$ cat config.mk
export PLATFORM = sky130hd
export DESIGN_NAME = alu_exec_unit
export DESIGN_NICKNAME = d
export VERILOG_FILES = /design/src/rtl/alu_exec_unit.sv
export SDC_FILE = /design/constraint.sdc
export NUM_CORES = 1
export LEC_CHECK = 0
export ABC_AREA = 1
export CELL_PAD_IN_SITES_DETAIL_PLACEMENT = 2
export CELL_PAD_IN_SITES_GLOBAL_PLACEMENT = 2
export CORE_MARGIN = 3
export CORE_UTILIZATION = 32
export CTS_CLUSTER_DIAMETER = 100
export DETAILED_ROUTE_END_ITERATION = 7
export GPL_ROUTABILITY_DRIVEN = 1
export GPL_TIMING_DRIVEN = 0
export PLACE_DENSITY_LB_ADDON = 0.1
export SLEW_MARGIN = 10
export SYNTH_ARGS = -nofsm -noshare
export SYNTH_HDL_FRONTEND = slang
export SYNTH_SLANG_ARGS = --single-unit
$ cat constraint.sdc
create_clock -name clk -period 3 [get_ports clk]
set_input_delay 0.45 -clock clk [delete_from_list [all_inputs] [get_ports clk]]
set_output_delay 0.45 -clock clk [all_outputs]
set_load 0.05 [all_outputs]
$ cat src/rtl/alu_exec_unit.sv
// Execute-stage ALU: single-cycle logic/arithmetic/compare ops and an
// iterative shifter, with valid/ready handshakes and one op in flight.
module alu_exec_unit #(
  parameter int unsigned WIDTH      = 32,
  parameter int unsigned SHIFT_STEP = 1
) (
  input  logic             clk,
  input  logic             reset,
  input  logic             in_valid,
  output logic             in_ready,
  input  logic [3:0]       alu_op,
  input  logic             alu_negate,
  input  logic [WIDTH-1:0] op_a,
  input  logic [WIDTH-1:0] op_b,
  input  logic             flush,
  output logic             out_valid,
  input  logic             out_ready,
  output logic [WIDTH-1:0] result,
  output logic             zero,
  output logic             busy
);

  localparam int unsigned SHAMT_W = $clog2(WIDTH);
  localparam int unsigned CNT_W   = SHAMT_W + 1;

  localparam logic [1:0] ST_IDLE  = 2'd0;
  localparam logic [1:0] ST_SHIFT = 2'd1;
  localparam logic [1:0] ST_DONE  = 2'd2;

  localparam logic [3:0] OP_ADD  = 4'b0010;
  localparam logic [3:0] OP_SUB  = 4'b0110;
  localparam logic [3:0] OP_SLL  = 4'b0100;
  localparam logic [3:0] OP_SLT  = 4'b0101;
  localparam logic [3:0] OP_SLTU = 4'b1000;
  localparam logic [3:0] OP_XOR  = 4'b0011;
  localparam logic [3:0] OP_OR   = 4'b0001;
  localparam logic [3:0] OP_AND  = 4'b1001;
  localparam logic [3:0] OP_SRL  = 4'b1010;
  localparam logic [3:0] OP_SRA  = 4'b1011;

  localparam logic [1:0] SK_SLL = 2'd0;
  localparam logic [1:0] SK_SRL = 2'd1;
  localparam logic [1:0] SK_SRA = 2'd2;

  logic [1:0]         state;
  logic [1:0]         state_d;

  logic [WIDTH-1:0]   shreg;
  logic [SHAMT_W-1:0] rem;
  logic [1:0]         kind;

  logic               sub_c;
  logic [WIDTH-1:0]   addsub_c;
  logic [WIDTH-1:0]   alu_c;
  logic               is_shift_c;
  logic [1:0]         kind_c;
  logic [SHAMT_W-1:0] shamt_c;

  logic [SHAMT_W-1:0] step_c;
  logic [SHAMT_W-1:0] rem_next_c;
  logic [WIDTH-1:0]   shifted_c;

  logic               load_shift;
  logic               shift_en;
  logic               load_result;
  logic [WIDTH-1:0]   result_d;

  // Handshake/status outputs decode straight from the state register.
  assign in_ready  = (state == ST_IDLE);
  assign busy      = (state != ST_IDLE);
  assign out_valid = (state == ST_DONE);

  // Operation decode and single-cycle result for the accepting op.
  always_comb begin
    sub_c      = (alu_op == OP_SUB) | ((alu_op == OP_ADD) & alu_negate);
    addsub_c   = op_a + (sub_c ? ~op_b : op_b) + WIDTH'(sub_c);
    shamt_c    = op_b[SHAMT_W-1:0];
    is_shift_c = 1'b0;
    kind_c     = SK_SLL;
    alu_c      = '0;
    case (alu_op)
      OP_ADD,
      OP_SUB:  alu_c = addsub_c;
      OP_SLT:  alu_c = WIDTH'($signed(op_a) < $signed(op_b));
      OP_SLTU: alu_c = WIDTH'(op_a < op_b);
      OP_XOR:  alu_c = op_a ^ op_b;
      OP_OR:   alu_c = op_a | op_b;
      OP_AND:  alu_c = op_a & op_b;
      OP_SLL: begin
        is_shift_c = 1'b1;
        kind_c     = SK_SLL;
        alu_c      = op_a;
      end
      OP_SRL: begin
        is_shift_c = 1'b1;
        kind_c     = SK_SRL;
        alu_c      = op_a;
      end
      OP_SRA: begin
        is_shift_c = 1'b1;
        kind_c     = SK_SRA;
        alu_c      = op_a;
      end
      default: alu_c = '0;
    endcase
  end

  // One iteration of the shifter: move by min(SHIFT_STEP, remaining).
  always_comb begin
    if ({1'b0, rem} >= CNT_W'(SHIFT_STEP)) begin
      step_c = SHAMT_W'(SHIFT_STEP);
    end else begin
      step_c = rem;
    end
    rem_next_c = rem - step_c;
    case (kind)
      SK_SLL:  shifted_c = shreg << step_c;
      SK_SRL:  shifted_c = shreg >> step_c;
      default: shifted_c = $signed(shreg) >>> step_c;
    endcase
  end

  // State register.
  always_ff @(posedge clk or posedge reset) begin
    if (reset) begin
      state <= ST_IDLE;
    end else begin
      state <= state_d;
    end
  end

  // Next-state and datapath load enables; flush overrides everything.
  always_comb begin
    state_d     = state;
    load_shift  = 1'b0;
    shift_en    = 1'b0;
    load_result = 1'b0;
    result_d    = result;
    case (state)
      ST_IDLE: begin
        if (flush) begin
          state_d = ST_IDLE;
        end else if (in_valid) begin
          if (is_shift_c && (shamt_c != '0)) begin
            load_shift = 1'b1;
            state_d    = ST_SHIFT;
          end else begin
            load_result = 1'b1;
            result_d    = alu_c;
            state_d     = ST_DONE;
          end
        end
      end
      ST_SHIFT: begin
        if (flush) begin
          state_d = ST_IDLE;
        end else begin
          shift_en = 1'b1;
          if (rem_next_c == '0) begin
            load_result = 1'b1;
            result_d    = shifted_c;
            state_d     = ST_DONE;
          end
        end
      end
      ST_DONE: begin
        if (flush || out_ready) begin
          state_d = ST_IDLE;
        end
      end
      default: state_d = ST_IDLE;
    endcase
  end

  // Shifter operand/count registers and the held result/zero outputs.
  always_ff @(posedge clk or posedge reset) begin
    if (reset) begin
      shreg  <= '0;
      rem    <= '0;
      kind   <= SK_SLL;
      result <= '0;
      zero   <= 1'b0;
    end else begin
      if (load_shift) begin
        shreg <= op_a;
        rem   <= shamt_c;
        kind  <= kind_c;
      end else if (shift_en) begin
        shreg <= shifted_c;
        rem   <= rem_next_c;
      end else if (flush) begin
        rem <= '0;
      end
      if (load_result) begin
        result <= result_d;
        zero   <= (result_d == '0);
      end
    end
  end

endmodule

==> implementation parameters, run 1 <==
Parameter                              Value

Synthesis
  Number of synthesized flops with an enable pin    0
  Yosys reg bits    74
  Largest cells by area after synthesis    sky130_fd_sc_hd__dfrtp_1 18%, sky130_fd_sc_hd__nand2_1 17%, sky130_fd_sc_hd__ha_1 16%
  Syn nets    1886
  Yosys warnings    0
  Post-synthesis instance area    10400 um^2
  Share of synthesized area occupied by flip-flops and latches    17.8%
  Most common flop cell mapped by yosys    sky130_fd_sc_hd__dfrtp_1
  Top cell type by total area after synthesis    sky130_fd_sc_hd__dfrtp_1
  Post-synth ARST share    100%
  Yosys top cell area share    17.8%
  Avg Cell Area, Syn    6.21 um^2
  Number of instances in the synthesized netlist    1680
  Distinct cells, synth    49

Clock network
  Num Clock Sinks    74
  Clock tree root driver cell    sky130_fd_sc_hd__clkbuf_16
  H-tree depth    3
  Number of buffers on the longest clock path    2
  Clock slew at the register clock pins of the worst setup and hold paths    0.06 ns
  Number of buffers added by the clock tree synthesis step    9
  Hold buffers post-CTS    0
  CTS tree    built
  Clock latency reported for the late side of the worst-skew pair    0.35 ns

Global route
  Routing usage on met1    38.5%
  Wire length of the first global-routing pass    80800 um
  Tot GR Track Use    29.4%
  Vias in the first global route    13700
  Global Route met3 Usage    2.97%
  Maximum number of pins on one net before global-route repair    48
  Most utilized layer in the global route result    met2
  Antenna violations before repair    2
  Overflow left after global routing    0
  GR met2 Demand/Resource    51.7%

Setup path
  Setup crit start kind    input pin
  Crit path required time    3.29 ns
  Critical path's most frequent cell    sky130_fd_sc_hd__nand2_1
  Critical path buffer and inverter count    2
  Family with the most delay on the worst path    simple AND/OR/NAND/NOR gates
  Data arrival time of the worst path    3.91 ns
  CP max stage cell    sky130_fd_sc_hd__clkdlybuf4s50_1
  Peak per-stage delay on the critical path    0.58 ns
  Endpoint class of the critical path    register
  Cell-by-cell trace of the critical path    clkdlybuf4s50_1 > inv_2 > xor2_4 > ha_1 > nand4_1 > nor2_1 > nand3_2 > nand2_4 > a21o_1 > nand2_1 > nand3_1 > nand2_2 > nand2_2 > nand2_1 > nand2_1 > nand2_1 > nor2_1 > nand3_1 > nor2_2 > nand4_1 > nand2_1
  Critical path class    input pin to register
  Maximum fanout count along the critical path    5

Detailed routing
  Via-to-Cell Ratio    5.64
  Detailed-route wire length    57700 um
  DR DRC count    0
  Wire per inst    25.1 um
  Post-route ant nets    0
  Number of detailed-routing iterations run before antenna repair    5
  Count of routing violations after the opening detailed-route iteration    742
  Overall via count from detail_route    13000

Power and ir drop
  Net switching power of the design    3790 uW
  Worst voltage drop across the vdd grid    0.407 mV
  Final total power    7360 uW
  Clock network fraction of design power    16.2%
  Pleak    0.00691 uW
  Share of total power consumed by net switching    51.4%
  Sequential group share of total power    22.3%
  Areal power density over the cells    526 nW/um^2
  Internal power component    3570 uW
  Gate power share    61.5%

Floorplanning
  Number of rows in the core area    65
  Die Span Y    187 um
  Placeable Area    31800 um^2
  I/O pin total    110
  Width of the die    187 um
  Total Die Area    34800 um^2
  Initial core utilization    32.8%

Timing
  Setup violation total in the final timing report    18
  Worst Setup Slack, final    -0.623 ns
  Slew at the pin closest to its max-slew limit    0.865 ns
  Setup repair after global routing missed its margin    true
  Total negative slack    -3.09 ns
  Slew Limit Fails    0
  Period utilization    121%
  Worst slew slack as a fraction of its limit    42.3%
  Post-route worst hold slack    0.445 ns
  Worst Skew    0.00881 ns
  Post-layout min period    3.62 ns
  Highest attainable clock frequency    276 MHz
  Final hold violations    0

Outcome
  Violated checks    negative setup slack
  Outcome    finished, violations left

Layout
  Most frequent cells in the layout    410 x sky130_fd_sc_hd__nand2_1, 247 x sky130_fd_sc_hd__inv_1, 108 x sky130_fd_sc_hd__ha_1
  Share of final-layout standard cells stronger than drive strength 1    20.2%
  ANT cells    0
  Area Overhead vs Synth    34.3%
  Number of nets in the layout    2068
  Most frequent standard cell in the layout excluding fill and tap cells    sky130_fd_sc_hd__nand2_1
  Final design utilization    44.0%

Run
  Max-cap viol count    0

Placement
  Worst setup slack after placement    -1.64 ns
  Number of port buffers    107
  Sum of net half-perimeters after detailed placement    40900 um
  Final weighted congestion in routability-driven placement    0.908

Worst hold path
  Worst hold path class    input pin to async pin
==> repair_timing <==
action | 4_1_cts | 5_1_grt
pin swaps | 49 | 42
resized for setup | 194 | 139
endpoints found under the setup margin | 39 | 50
buffers inserted | 40 | 22
cloned | 2 | 1
==> metrics by stage <==
| step | instances | instance area (um^2) |
|---|---|---|
| floorplan | 1680 | 10500 |
| global placement | 2222 | 12100 |
| detailed placement | 2223 | 12100 |
| CTS | 2279 | 13300 |
| global route | 2302 | 14000 |
| finish | 2302 | 14000 |
==> synthesized netlist by cell type (5+ instances only) <==
| library cell | n |
|---|---|
| sky130_fd_sc_hd__a31oi_1 | 5 |
| sky130_fd_sc_hd__o21bai_1 | 7 |
| sky130_fd_sc_hd__buf_2 | 23 |
| sky130_fd_sc_hd__inv_2 | 8 |
| sky130_fd_sc_hd__nand3b_1 | 10 |
| sky130_fd_sc_hd__ha_1 | 131 |
| sky130_fd_sc_hd__nor2_2 | 6 |
| sky130_fd_sc_hd__nand2_1 | 476 |
| sky130_fd_sc_hd__nand4_1 | 9 |
| sky130_fd_sc_hd__a21oi_1 | 94 |
| sky130_fd_sc_hd__nor2_1 | 131 |
| sky130_fd_sc_hd__nor3_1 | 18 |
| sky130_fd_sc_hd__nand2_2 | 6 |
| sky130_fd_sc_hd__nand3_1 | 92 |
| sky130_fd_sc_hd__xor2_1 | 31 |
| sky130_fd_sc_hd__o21a_1 | 5 |
| sky130_fd_sc_hd__o21ai_1 | 21 |
| sky130_fd_sc_hd__buf_1 | 5 |
| sky130_fd_sc_hd__o22ai_1 | 29 |
| sky130_fd_sc_hd__dfrtp_1 | 74 |
| sky130_fd_sc_hd__a221oi_1 | 19 |
| sky130_fd_sc_hd__clkbuf_1 | 27 |
| sky130_fd_sc_hd__o221ai_1 | 43 |
| sky130_fd_sc_hd__o211ai_1 | 16 |
| sky130_fd_sc_hd__o21ai_0 | 86 |
| sky130_fd_sc_hd__inv_1 | 264 |
==> registers in the layout, summed over array words and instances (netlist names) <==
register	count
shreg	32
kind	2
zero	1
state	2
result	32
rem	5
==> routing by layer <==
layer,up-vias,share of wire (%)
met5,-,0.033
met4,4,2.7
met3,118,4.2
met2,362,50
met1,6632,43
li1,5858,-
==> final timing paths <==
check | startpoint | cells past startpoint | slack [ns] | endpoint
worst max-delay path | op_b[7] | 21 | -0.62 | zero
worst min-delay path | reset | 2 | 0.45 | zero
min in group clk | alu_op[0] | 3 | 0.46 | kind[0]
max in group asynchronous | reset | 3 | 1.94 | rem[3]
worst min register to register | zero | 2 | 0.49 | zero
worst max register to register | rem[2] | 25 | -0.44 | zero
==> final cells by class <==
class                      instances  area [um^2]
multi-input combinational       1269         8230
clock inverter                     1         30.0
clock buffer                      15          288
buffer                            62          374
tap                              435          544
sequential                        74         1860
inverter                         275         1040
timing repair inverter             1         5.00
timing repair buffer             170         1630
fill                            3764        17800
==> cells by family (layout without fill, tap and decap cells) <==
kind of cell,Yosys count,count (layout),share of synthesized area [%]
compound gates,343,343,20.5
fa+ha+maj,132,132,15.9
flops,74,74,17.8
buf+inv,337,524,12.8
simple gates,761,761,30.3
xor+xnor,33,33,2.77
==> worst register-to-register path: stages, from the launching register on <==
cell and delay, ns:
sky130_fd_sc_hd__dfrtp_2 0.44, sky130_fd_sc_hd__nor2_4 0.07, sky130_fd_sc_hd__nand2_1 0.12, sky130_fd_sc_hd__nor2_4 0.06, sky130_fd_sc_hd__buf_8 0.15, sky130_fd_sc_hd__nor2_1 0.20, sky130_fd_sc_hd__ha_2 0.28, sky130_fd_sc_hd__inv_1 0.06
sky130_fd_sc_hd__nand2_1 0.06, sky130_fd_sc_hd__nand2_1 0.10, sky130_fd_sc_hd__inv_2 0.08, sky130_fd_sc_hd__nand2_2 0.08, sky130_fd_sc_hd__nor2_4 0.13, sky130_fd_sc_hd__nand3_4 0.17, sky130_fd_sc_hd__buf_8 0.21, sky130_fd_sc_hd__nand3_2 0.06
sky130_fd_sc_hd__inv_1 0.04, sky130_fd_sc_hd__a21oi_1 0.11, sky130_fd_sc_hd__o21ai_0 0.11, sky130_fd_sc_hd__a21oi_2 0.18, sky130_fd_sc_hd__nand4_1 0.15, sky130_fd_sc_hd__nor2_2 0.15, sky130_fd_sc_hd__nand3_1 0.09, sky130_fd_sc_hd__nor2_2 0.11
sky130_fd_sc_hd__nand4_1 0.09, sky130_fd_sc_hd__nand2_1 0.07
==> power groups by stage <==
stage	combinational (uW)	clock, uW	sequential [uW]
finish	4530	1200	1640
global route	4880	1250	1690
CTS	4130	1200	1630
detailed placement	3840	0	1630
global placement	3700	0	1620
floorplan	2040	0	2030
Power figures use the tool's default switching activity.
==> run 2: changes to the inputs <==
Settings changed: SETUP_SLACK_MARGIN from default to 0.3.
==> implementation parameters, run 2 (synthesized netlist as in run 1, its figures left out) <==
Parameter                              Value

Detailed routing
  Detailed-route wire length    64700 um (+12%)
  Number of detailed-routing iterations run before antenna repair    5 (unchanged)
  Post-route ant nets    0 (unchanged)
  Count of routing violations after the opening detailed-route iteration    842 (+13%)
  Wire per inst    27.8 um (+11%)
  DR DRC count    0 (unchanged)
  Via-to-Cell Ratio    5.84 (+3.6%)
  Overall via count from detail_route    13600 (+4.7%)

Placement
  Total placed cells including tap cells    2223 (unchanged)
  Sum of net half-perimeters after detailed placement    40800 um (-0.12%)
  Number of port buffers    107 (unchanged)
  Worst setup slack after placement    -1.56 ns (+0.0834 ns)
  Placement Cell Area    12100 um^2 (+0.35%)
  Final weighted congestion in routability-driven placement    0.914 (+0.68%)

Timing
  Period utilization    122% (+0.88 points)
  Setup repair after global routing missed its margin    true
  Total negative slack    -3.90 ns (-0.805 ns)
  Slew at the pin closest to its max-slew limit    0.987 ns (+0.122 ns)
  Final hold violations    0 (unchanged)
  Worst Setup Slack, final    -0.650 ns (-0.0265 ns)
  Setup violation total in the final timing report    17 (-1)
  Worst slew slack as a fraction of its limit    34.2% (-8.1 points)
  Worst Skew    0.00767 ns (-0.00115 ns)
  Slew Limit Fails    0 (unchanged)
  Post-layout min period    3.65 ns (+0.0265 ns)
  Highest attainable clock frequency    274 MHz (-0.73%)

Layout
  Final cell area excluding filler cells    14900 um^2 (+6.3%)
  Share of final-layout standard cells stronger than drive strength 1    26.9% (+6.6 points)
  Largest registers ranked by flip-flop count    result x32, shreg x32, rem x5
  Most frequent cells in the layout    361 x sky130_fd_sc_hd__nand2_1, 233 x sky130_fd_sc_hd__inv_1, 107 x sky130_fd_sc_hd__ha_1
  Number of nets in the layout    2091 (+1.1%)
  ANT cells    0 (unchanged)
  Most frequent standard cell in the layout excluding fill and tap cells    sky130_fd_sc_hd__nand2_1
  Area Overhead vs Synth    42.8%
  Count of placed standard cells in the final layout, fillers left out    2325 (+1.0%)

Power and ir drop
  Areal power density over the cells    531 nW/um^2 (+1.0%)
  Pleak    0.00729 uW (+5.5%)
  Worst voltage drop across the vdd grid    0.497 mV (+22%)

Floorplanning
  Initial core utilization    32.8% (unchanged)
  Width of the die    187 um (unchanged)
  Placeable Area    31800 um^2 (unchanged)
  Number of rows in the core area    65 (unchanged)
  Total Die Area    34800 um^2 (unchanged)
  I/O pin total    110 (unchanged)
  Die Span Y    187 um (unchanged)

Global route
  Overflow left after global routing    0 (unchanged)
  Antenna violations before repair    0 (-2)
  Maximum number of pins on one net before global-route repair    53 (+10%)
  Tot GR Track Use    31.0% (+1.6 points)
  Vias in the first global route    14300 (+4.1%)
  Wire length of the first global-routing pass    85400 um (+5.7%)

Clock network
  Hold buffers post-CTS    0 (unchanged)
  Clock tree root driver cell    sky130_fd_sc_hd__clkbuf_16
  H-tree depth    3 (unchanged)
  Number of buffers on the longest clock path    2 (unchanged)
  CTS tree    built
  Num Clock Sinks    74 (unchanged)
  Clock latency reported for the late side of the worst-skew pair    0.35 ns (about the same)
  Clock slew at the register clock pins of the worst setup and hold paths    0.06 ns (about the same)
  Number of buffers added by the clock tree synthesis step    9 (unchanged)

Setup path
  Data arrival time of the worst path    3.89 ns (-0.02 ns)
  Crit path required time    3.24 ns (-0.05 ns)
  CP max stage cell    sky130_fd_sc_hd__clkdlybuf4s50_1
  Setup crit start kind    input pin
  Critical path class    input pin to register
  Peak per-stage delay on the critical path    0.59 ns (about the same)
  Endpoint class of the critical path    register
  Critical path's most frequent cell    sky130_fd_sc_hd__nand2_2
  Maximum fanout count along the critical path    3 (-2)

Outcome
  Outcome    finished, violations left
  Violated checks    negative setup slack

Run
  Max-cap viol count    0 (unchanged)

Worst hold path
  Worst hold path class    input pin to register
run 2: cell count changes in the layout (fill, tap and decap cells not counted), moves of 10 or more:
cell | before | now
sky130_fd_sc_hd__clkdlybuf4s50_1 | 89 | 66
sky130_fd_sc_hd__nand3_1 | 70 | 55
sky130_fd_sc_hd__inv_2 | 23 | 36
sky130_fd_sc_hd__dlymetal6s2s_1 | 7 | 22
sky130_fd_sc_hd__inv_1 | 247 | 233
sky130_fd_sc_hd__nand2_2 | 63 | 97
sky130_fd_sc_hd__nand2_4 | 10 | 23
sky130_fd_sc_hd__buf_4 | 61 | 76
sky130_fd_sc_hd__nand2_1 | 410 | 361
sky130_fd_sc_hd__ha_4 | 9 | 19
sky130_fd_sc_hd__nor2_1 | 103 | 93
run 2: routing by layer:
| layer | GRT usage, % | routed length (um) |
|---|---|---|
| met3 | 2.91 | 3280 |
| met5 | 0 | 0 |
| met1 | 40.1 | 26400 |
| met4 | 8.75 | 3120 |
| met2 | 54.9 | 31900 |
run 2: layout make-up:
class | instances | area (um^2)
repair buffers | 193 | 1860
clock inverters | 3 | 45.0
well taps | 435 | 544
plain buffers | 62 | 385
flip-flops and latches | 74 | 1860
clock buffers | 13 | 280
fillers | 3718 | 16900
multi-input cells | 1269 | 8870
inverters | 275 | 1040
repair inverters | 1 | 6.26
run 2: worst max-delay path, delay by kind of cell:
kind                       cells  cell delay, ns
adders and majority gates      1            0.29
xor gates and xnor gates       1            0.36
and+or+nand+nor               19            1.83
buffers and inverters          4            0.96
run 2: stage by stage:
| step | hold WS [ns] | power (uW) | utilization [%] |
|---|---|---|---|
| 2_1_floorplan | 0.459 | 4080 | - |
| 5_1_grt | 0.351 | 8340 | 46.8 |
| 3_3_place_gp | 0.473 | 5340 | 38.1 |
| 3_5_place_dp | 0.490 | 5500 | 38.2 |
| 4_1_cts | 0.326 | 7160 | 43.3 |
| 6_report | 0.339 | 7900 | 46.8 |
run 2: power by group:
group          total [uW]  internal, uW  leakage (uW)  switching, uW
Sequential           1650          1320      0.000936            327
Clock                1220           737      0.000154            484
Combinational        5030          1710       0.00620           3320
Total                7900          3780       0.00729           4130
run 2: what timing repair did:
item / in CTS / in global routing
resized for setup: 283 / 227
pin swaps: 72 / 88
endpoints found under the setup margin: 72 / 37
gates cloned: 3 / 1
buffers inserted: 54 / 28
run 2: final timing paths:
check,to,slack [ns],start,cells after the start
worst max-delay path,zero,-0.65,op_b[18],25
worst min-delay path,kind[0],0.34,alu_op[0],2
worst max register to register,zero,-0.21,rem[3],21
worst min register to register,shreg[1],0.50,shreg[1],2
max in group asynchronous,rem[2],1.95,reset,3
min in group asynchronous,result[25],0.43,reset,2
==> run 3: changes to the inputs <==
Settings changed: GPL_ROUTABILITY_DRIVEN 1 to 0.
==> results of run 3 <==
Final layout, timing and power as in run 2 (identical DEF).
